`config.mk`:
```
export PLATFORM = sky130hd
export DESIGN_NAME = jt12_dac_interp
export DESIGN_NICKNAME = d
export VERILOG_FILES = /design/src/rtl/jt12_dac_interp_pkg.sv /design/src/rtl/jt12_dac_interp.sv
export SDC_FILE = /design/constraint.sdc
export NUM_CORES = 1
export LEC_CHECK = 0
export ABC_AREA = 1
export BUFFER_PORTS_ARGS = -buffer_cell sky130_fd_sc_hd__buf_2
export CAP_MARGIN = 20
export CORE_MARGIN = 4
export CORE_UTILIZATION = 55
export DETAILED_ROUTE_END_ITERATION = 10
export HOLD_SLACK_MARGIN = 0.08
export PLACE_DENSITY = 0.77
export REMOVE_ABC_BUFFERS = 1
export SLEW_MARGIN = 30
export SYNTH_ARGS = -nofsm -noshare
export SYNTH_HDL_FRONTEND = slang
export SYNTH_SLANG_ARGS = --single-unit
```
`constraint.sdc`:
```
create_clock -name clk -period 2 [get_ports clk]
set_clock_uncertainty 0.1 [all_clocks]
set_input_delay 0.1 -clock clk [delete_from_list [all_inputs] [get_ports clk]]
set_output_delay 0.1 -clock clk [all_outputs]
set_load 0.03 [all_outputs]
```
`src/rtl/jt12_dac_interp_pkg.sv`:
```
// Shared defaults for the DAC interpolator slice.
// The sample width default matches the sigma-delta DAC stage that consumes dout.
package jt12_dac_interp_pkg;

  localparam int DAC_WIDTH_DEF = 11;  // sample width, two's complement
  localparam int DAC_LOG2R_DEF = 4;   // log2 of clk cycles per input sample

endpackage

```
`src/rtl/jt12_dac_interp.sv`:
```
// Linear interpolator between the mixer output and the sigma-delta DAC modulator.
// Takes one signed sample every R=2**LOG2R clocks over valid/ready and ramps dout
// linearly from the previous target to the new one, one output per clock.
// A one-entry buffer (hold) decouples the producer from the slot boundary; if it is
// empty when a slot ends, the output holds the last target and underrun is flagged.
module jt12_dac_interp
  import jt12_dac_interp_pkg::*;
#(
  parameter int width = DAC_WIDTH_DEF,
  parameter int LOG2R = DAC_LOG2R_DEF
) (
  input  logic                    clk,
  input  logic                    rst,
  input  logic signed [width-1:0] din,
  input  logic                    din_valid,
  output logic                    din_ready,
  output logic signed [width-1:0] dout,
  output logic                    wrap,
  output logic                    starved,
  output logic                    underrun
);

  // Accumulator keeps LOG2R fraction bits so a full-scale step divides exactly.
  localparam int AW = width + LOG2R;
  // Difference of two width-bit samples needs one extra bit.
  localparam int SW = width + 1;
  localparam logic [LOG2R-1:0] PH_LAST = {LOG2R{1'b1}};

  localparam logic [1:0] ST_EMPTY   = 2'd0;
  localparam logic [1:0] ST_RUN     = 2'd1;
  localparam logic [1:0] ST_STARVED = 2'd2;

  logic [1:0]              state_q, state_d;
  logic signed [width-1:0] hold_q, hold_d;
  logic                    hold_vld_q, hold_vld_d;
  logic signed [width-1:0] tgt_q, tgt_d;
  logic signed [SW-1:0]    step_q, step_d;
  logic signed [AW-1:0]    acc_q, acc_d;
  logic [LOG2R-1:0]        ph_q, ph_d;

  logic ph_last_s;
  logic active_s;
  logic wrap_s;
  logic take_s;
  logic load_s;

  assign ph_last_s = (ph_q == PH_LAST);
  assign active_s  = (state_q == ST_RUN) || (state_q == ST_STARVED);
  assign wrap_s    = active_s && ph_last_s;
  assign take_s    = din_valid && din_ready;
  // hold moves into tgt on the first edge out of EMPTY or on any slot boundary
  assign load_s    = hold_vld_q && ((state_q == ST_EMPTY) || wrap_s);

  // Floor division by R is just dropping the fraction bits of the accumulator.
  assign dout = acc_q[AW-1:LOG2R];

  // State register.
  always_ff @(posedge clk) begin
    if (rst) begin
      state_q <= ST_EMPTY;
    end else begin
      state_q <= state_d;
    end
  end

  // Next state: leave EMPTY on the first sample, decide RUN/STARVED at each slot end.
  always_comb begin
    state_d = state_q;
    case (state_q)
      ST_EMPTY: begin
        if (hold_vld_q) state_d = ST_RUN;
        else            state_d = ST_EMPTY;
      end
      ST_RUN, ST_STARVED: begin
        if (wrap_s) state_d = hold_vld_q ? ST_RUN : ST_STARVED;
        else        state_d = state_q;
      end
      default: state_d = ST_EMPTY;
    endcase
  end

  // Outputs: handshake, slot strobe and the starvation flags.
  always_comb begin
    din_ready = ~hold_vld_q & ~rst;
    wrap      = 1'b0;
    starved   = 1'b0;
    underrun  = 1'b0;
    case (state_q)
      ST_EMPTY: begin
        wrap = 1'b0;
      end
      ST_RUN: begin
        wrap     = ph_last_s;
        underrun = ph_last_s & ~hold_vld_q;
      end
      ST_STARVED: begin
        wrap    = ph_last_s;
        starved = 1'b1;
      end
      default: begin
        wrap = 1'b0;
      end
    endcase
  end

  // Datapath next-state: input buffer, target/step reload and the linear ramp.
  always_comb begin
    hold_d     = hold_q;
    hold_vld_d = hold_vld_q;
    tgt_d      = tgt_q;
    step_d     = step_q;
    acc_d      = acc_q;
    ph_d       = ph_q;

    // take and load never coincide: take needs an empty hold, load a full one
    if (load_s) begin
      hold_vld_d = 1'b0;
      tgt_d      = hold_q;
    end else if (take_s) begin
      hold_d     = din;
      hold_vld_d = 1'b1;
    end else begin
      hold_vld_d = hold_vld_q;
    end

    case (state_q)
      ST_EMPTY: begin
        // first ramp starts from 0, so the step is the sample itself
        ph_d  = '0;
        acc_d = '0;
        if (hold_vld_q) step_d = SW'(hold_q);
        else            step_d = step_q;
      end
      ST_RUN, ST_STARVED: begin
        if (wrap_s) begin
          // snap exactly onto the target so rounding never accumulates across slots
          ph_d  = '0;
          acc_d = {tgt_q, {LOG2R{1'b0}}};
          if (hold_vld_q) step_d = SW'(hold_q) - SW'(tgt_q);
          else            step_d = '0;
        end else begin
          ph_d  = ph_q + LOG2R'(1'b1);
          acc_d = acc_q + AW'(step_q);
        end
      end
      default: begin
        ph_d   = '0;
        acc_d  = '0;
        step_d = '0;
      end
    endcase
  end

  // Datapath registers; reset drops both the buffered sample and any ramp in flight.
  always_ff @(posedge clk) begin
    if (rst) begin
      hold_q     <= '0;
      hold_vld_q <= 1'b0;
      tgt_q      <= '0;
      step_q     <= '0;
      acc_q      <= '0;
      ph_q       <= '0;
    end else begin
      hold_q     <= hold_d;
      hold_vld_q <= hold_vld_d;
      tgt_q      <= tgt_d;
      step_q     <= step_d;
      acc_q      <= acc_d;
      ph_q       <= ph_d;
    end
  end

endmodule

```
After elaboration in Yosys (flattened, before gate mapping) --
Cells that the tools add are included.
Storage, ports and cells: register bits after elaboration 56, bits of input ports 14, word-level logic and storage cells 46, output and inout bits 15
Cells by class: $add $sub $neg 3, bitwise operators 6, reduce and logical (&&, ||, !) cells 12, eq/ne operators 5, muxes and demuxes 12
Operator list (number):
- two-way mux 12 bit | 3
- one-hot mux 12 bit (2 select lines) | 1
- adder 15 x 12 -> 15 bit | 1
- two-way mux 15 bit | 1
- subtractor 11 x 11 -> 12 bit | 1
- OR reduction 2 bit | 3
- adder 4 x 1 -> 4 bit, second input constant | 1
- == test 4 bit, second input constant | 1
- two-way mux 1 bit | 4
- two-way mux 2 bit | 2
- inverter 1 bit | 4
- one-hot mux 2 bit (2 select lines) | 1
- AND reduction 2 bit | 2
- logical AND 1 bit | 3
- OR reduction 3 bit | 1
- AND 1 bit | 2
- == test 2 x 1 -> 1 bit, second input constant | 1
- == test 2 bit, second input constant | 1
- zero test 2 bit | 1
- logical OR 1 bit | 2
- inequality test 2 x 1 -> 1 bit, second input constant | 1
- inequality test 2 bit, second input constant | 1

Longest topological paths before layout --
depth after elaboration 7, gate-level depth with buffers 14

Worst setup path after synthesis --
Ideal clock, no wire load.
kind register -> register, from reg step_q[0], to reg acc_q[10], setup time 113 ps, required time 1787 ps, path slack 143 ps, path buffers 0, data arrival time 1644 ps, clock period less this slack 1857 ps, cell stages (with the launch flop) 14, cell sequence dfxtp_1 > ha_1 > inv_1 > fa_1 > inv_1 > nand3_1 > nand2_1 > nand2_1 > a21oi_1 > nand2_1 > nand2_1 > nor2_1 > o21ai_1 > inv_1
Between the ends: cells in the longest elaborated chain, start to end 2
RTL lines:
- start, declared | line jt12_dac_interp.sv:37 | logic signed [SW-1:0] step_q, step_d;
- start signal, assigned | line jt12_dac_interp.sv:167 | step_q <= step_d;
- adder 15 x 12 -> 15 bit | line jt12_dac_interp.sv:143 | acc_d = acc_q + AW'(step_q);
- two-way mux 15 bit | line jt12_dac_interp.sv:135 | if (wrap_s) begin
- end signal, assigned | line jt12_dac_interp.sv:161 | acc_q <= '0;
- end signal, assigned | line jt12_dac_interp.sv:168 | acc_q <= acc_d;
- end, declared | line jt12_dac_interp.sv:38 | logic signed [AW-1:0] acc_q, acc_d;
No other way between the ends. A chain may end at the register's enable or synchronous reset.

Worst setup path after layout --
from reg hold_q[0], to reg step_q[6]
Between the ends: cells in the longest elaborated chain, start to end 4
RTL lines:
- start, declared | line jt12_dac_interp.sv:34 | logic signed [width-1:0] hold_q, hold_d;
- start signal, assigned | line jt12_dac_interp.sv:164 | hold_q <= hold_d;
- subtractor 11 x 11 -> 12 bit | line jt12_dac_interp.sv:139 | if (hold_vld_q) step_d = SW'(hold_q) - SW'(tgt_q);
- two-way mux 12 bit | line jt12_dac_interp.sv:139
- two-way mux 12 bit | line jt12_dac_interp.sv:135
- one-hot mux 12 bit (2 select lines) | line jt12_dac_interp.sv:126 | case (state_q)
No other way between the ends. The select of a mux whose other input is x is not followed.

==> metrics <==
clk sinks 56; site row count 29; Die Height 89.2 um; Worst Path Required 2.12 ns; Slew headroom 0.780; crit path kind reg -> reg; Routed Antenna Nets 0; Max stage delay on crit path 0.36 ns; Yosys top cell area share 0.309; clk_lat worst skew 0.32 ns; Ports 29; FF-to-FF setup slack 0.10 ns; Post-Synth Simple-Gate Area 0.269; die width 89.2 um; Int Power 1910 uW; Final HPWL DP between 6000 and 7000 um; ys flop type dfxtp_1; Post-synth EDFFs 0; global-route wire length before repair 14400 um; input/output buffers 28; CTS tree built; max cap viols 0; worst hold slack around 0.36 ns; Sum Neg Setup Slack 0 ns; Root Driver clkbuf_8; Startpoint Class flop; area delta synth->final 15.9%; fmax between 500 and 600 MHz; Synth cell types 36; most common cell in the netlist nand2_1; GP Congestion 0.907; outcome finished clean; worst path cell trace inv_1 -> ha_2 -> fa_2 -> inv_1 -> nand3_1 -> nand3_2 -> nand2_1 -> a21boi_0 -> o21ai_1 -> nand2_1 -> a21oi_2; Cells after Synth between 500 and 600; worst-path maximum fanout 4; setup ws final ~0.10 ns; Routed WL per cell 13.4 um; Area contributors post-synth dfxtp_1 (31%), nand2_1 (15%), ha_1 (10%), inv_1 (8.2%), a21oi_1 (7.6%); Clk pwr share 0.297; n_diodes 0; die area 0.00795 mm^2; antenna violations before repair 0; Final #Nets about 630; flops & latches, synth 56; Seq/Total Area, Yosys 0.309; top cells by count, synth nand2_1 (147), inv_1 (79), dfxtp_1 (56); Final setup viols 0; Hold Crit Class reg -> reg; overall power around 2800 uW; Hold Fails Final Rpt 0; largest net degree at the start of global routing 23; Clock transition at path regs 0.11 ns; Setup Slack @ Placement 0.0361 ns; min Tclk post-route 1.90 ns; area leader, netlist dfxtp_1; Starting Density 0.567; TritonRoute pass-1 iters 4; largest family of logic cells by synthesized area simple AND/OR/NAND/NOR gates; Worst-Margin Slew 0.330 ns; core region area 0.00639 mm^2; vias 3485; Gate power share 0.269; GR Overflow Total 0; Compound-Gate Fraction of Synth Area 0.161; Iteration-0 DRC Markers 144; Synth Area per Inst 6.71 um^2; critical path data arrival time 2.02 ns; power density cells approximately 670 mW/mm^2; part of the power in registers 0.434; TritonCTS Buffers 5; CP endpoint kind flop; unrepaired setup endpoints after global routing yes; Static Leak 0.00216 uW; hold-critical path depth 1; share of cells above drive strength 1 0.153; Pins Over Slew Limit 0; Synth Area in Adders 0.115; maximum VDD drop 0.470 mV; H-tree Lvls 2; total routed wirelength 8810 um; Worst Reg-to-Reg Cells 11; Switching Fraction 0.320; vias per inst 5.30; final worst-path cycle share 0.948; vias in the first global route between 3000 and 4000; mux contribution to synthesized area 0; crit path max-delay cell type fa_2; Residual DRC 0; Synth Area in XOR/XNOR 0.0193; Async S/R FF share, synth 0; cell area after synthesis 0.00362 mm^2; yosys warns 0; Fillers between 500 and 600; clk buf depth 2; gr usage total 0.233; switching power of the nets 900 uW
-- power groups by stage --
stage / clock network [uW] / registers (uW) / logic [uW]
final: 834 / 1220 / 757
after CTS: 842 / 1210 / 689
after detailed placement: 0 / 1240 / 662
after floorplan: 0 / 1230 / 494
after global placement: 0 / 1240 / 649
after global routing: 878 / 1230 / 860
-- cell type report --
class,count,area [um^2],share of cell area
clock buffer,7,96.3,0.0230
inverter,81,307,0.0730
clock inverter,1,30.0,0.00715
multi-input combinational,380,2150,0.513
timing repair buffer,55,392,0.0933
tap,77,96.3,0.0230
sequential,56,1120,0.268
-- flip-flops by register name, indices dropped and copies added, names as in the netlist --
| name | count |
|---|---|
| ph_q | 4 |
| hold_vld_q | 1 |
| tgt_q | 11 |
| hold_q | 11 |
| acc_q | 15 |
| step_q | 12 |
| state_q | 2 |
-- layout by cell type, fill, tap and decap left out, drive strengths merged --
master and instances:
o31ai 6, o211ai 1, nor2 51, o21ai 33
nand4 3, ha 30, o21a 1, a21oi 56
a21boi 1, bufinv 1, dlygate4sd3 14, clkbuf 7
buf 41, a21o 1, or2 2, o22ai 3
nand2 150, nor3 2, fa 2, and2 1
nand3 27, dfxtp 56, xor2 8, o32ai 1
o21bai 1, inv 81
-- metal layers --
layer / wire length [um] / up-vias / global-route usage
met5: 0 / - / 0
met4: 163 / 0 / 0.0825
met3: 432 / 13 / 0.0341
met2: 4220 / 84 / 0.397
met1: 4000 / 1603 / 0.298
li1: - / 1785 / -
-- worst paths after layout --
| path | from | end |
|---|---|---|
| max | hold_q[0] | step_q[6] |
| min | ph_q[0] | ph_q[0] |
| max reg2reg | hold_q[0] | step_q[6] |
| min reg2reg | ph_q[0] | ph_q[0] |
-- stage by stage --
stage | util | cell area (um^2) | instances
2_1_floorplan | - | 3470 | 517
3_3_place_gp | 0.592 | 3780 | 630
3_5_place_dp | 0.592 | 3780 | 630
4_1_cts | 0.634 | 4050 | 652
5_1_grt | 0.657 | 4200 | 657
6_report | 0.657 | 4200 | 657
-- kinds of logic (layout without fill, tap and decap cells) --
group / Yosys count / count (layout)
xor gates and xnor gates: 8 / 8
AOI/OAI and AO/OA: 104 / 104
buffers and inverters: 104 / 144
DFF: 56 / 56
adders and majority gates: 32 / 32
and+or+nand+nor: 236 / 236
-- critical path, delay by kind of cell, from the launching register on --
kind            cells  cell delay [ns]
fa+ha+maj           2             0.57
flops               1             0.32
simple gates        4             0.32
compound gates      3             0.32
buf+inv             2             0.16
-- repair_timing --
item	4_1_cts	5_1_grt
endpoints found under the setup margin	1	17
buffers inserted	0	4
cloned	0	1
hold buffers	14	0
endpoints found under the hold margin	15	0
resized for setup	1	31
pin swaps	0	7
Power figures use the tool's default switching activity.
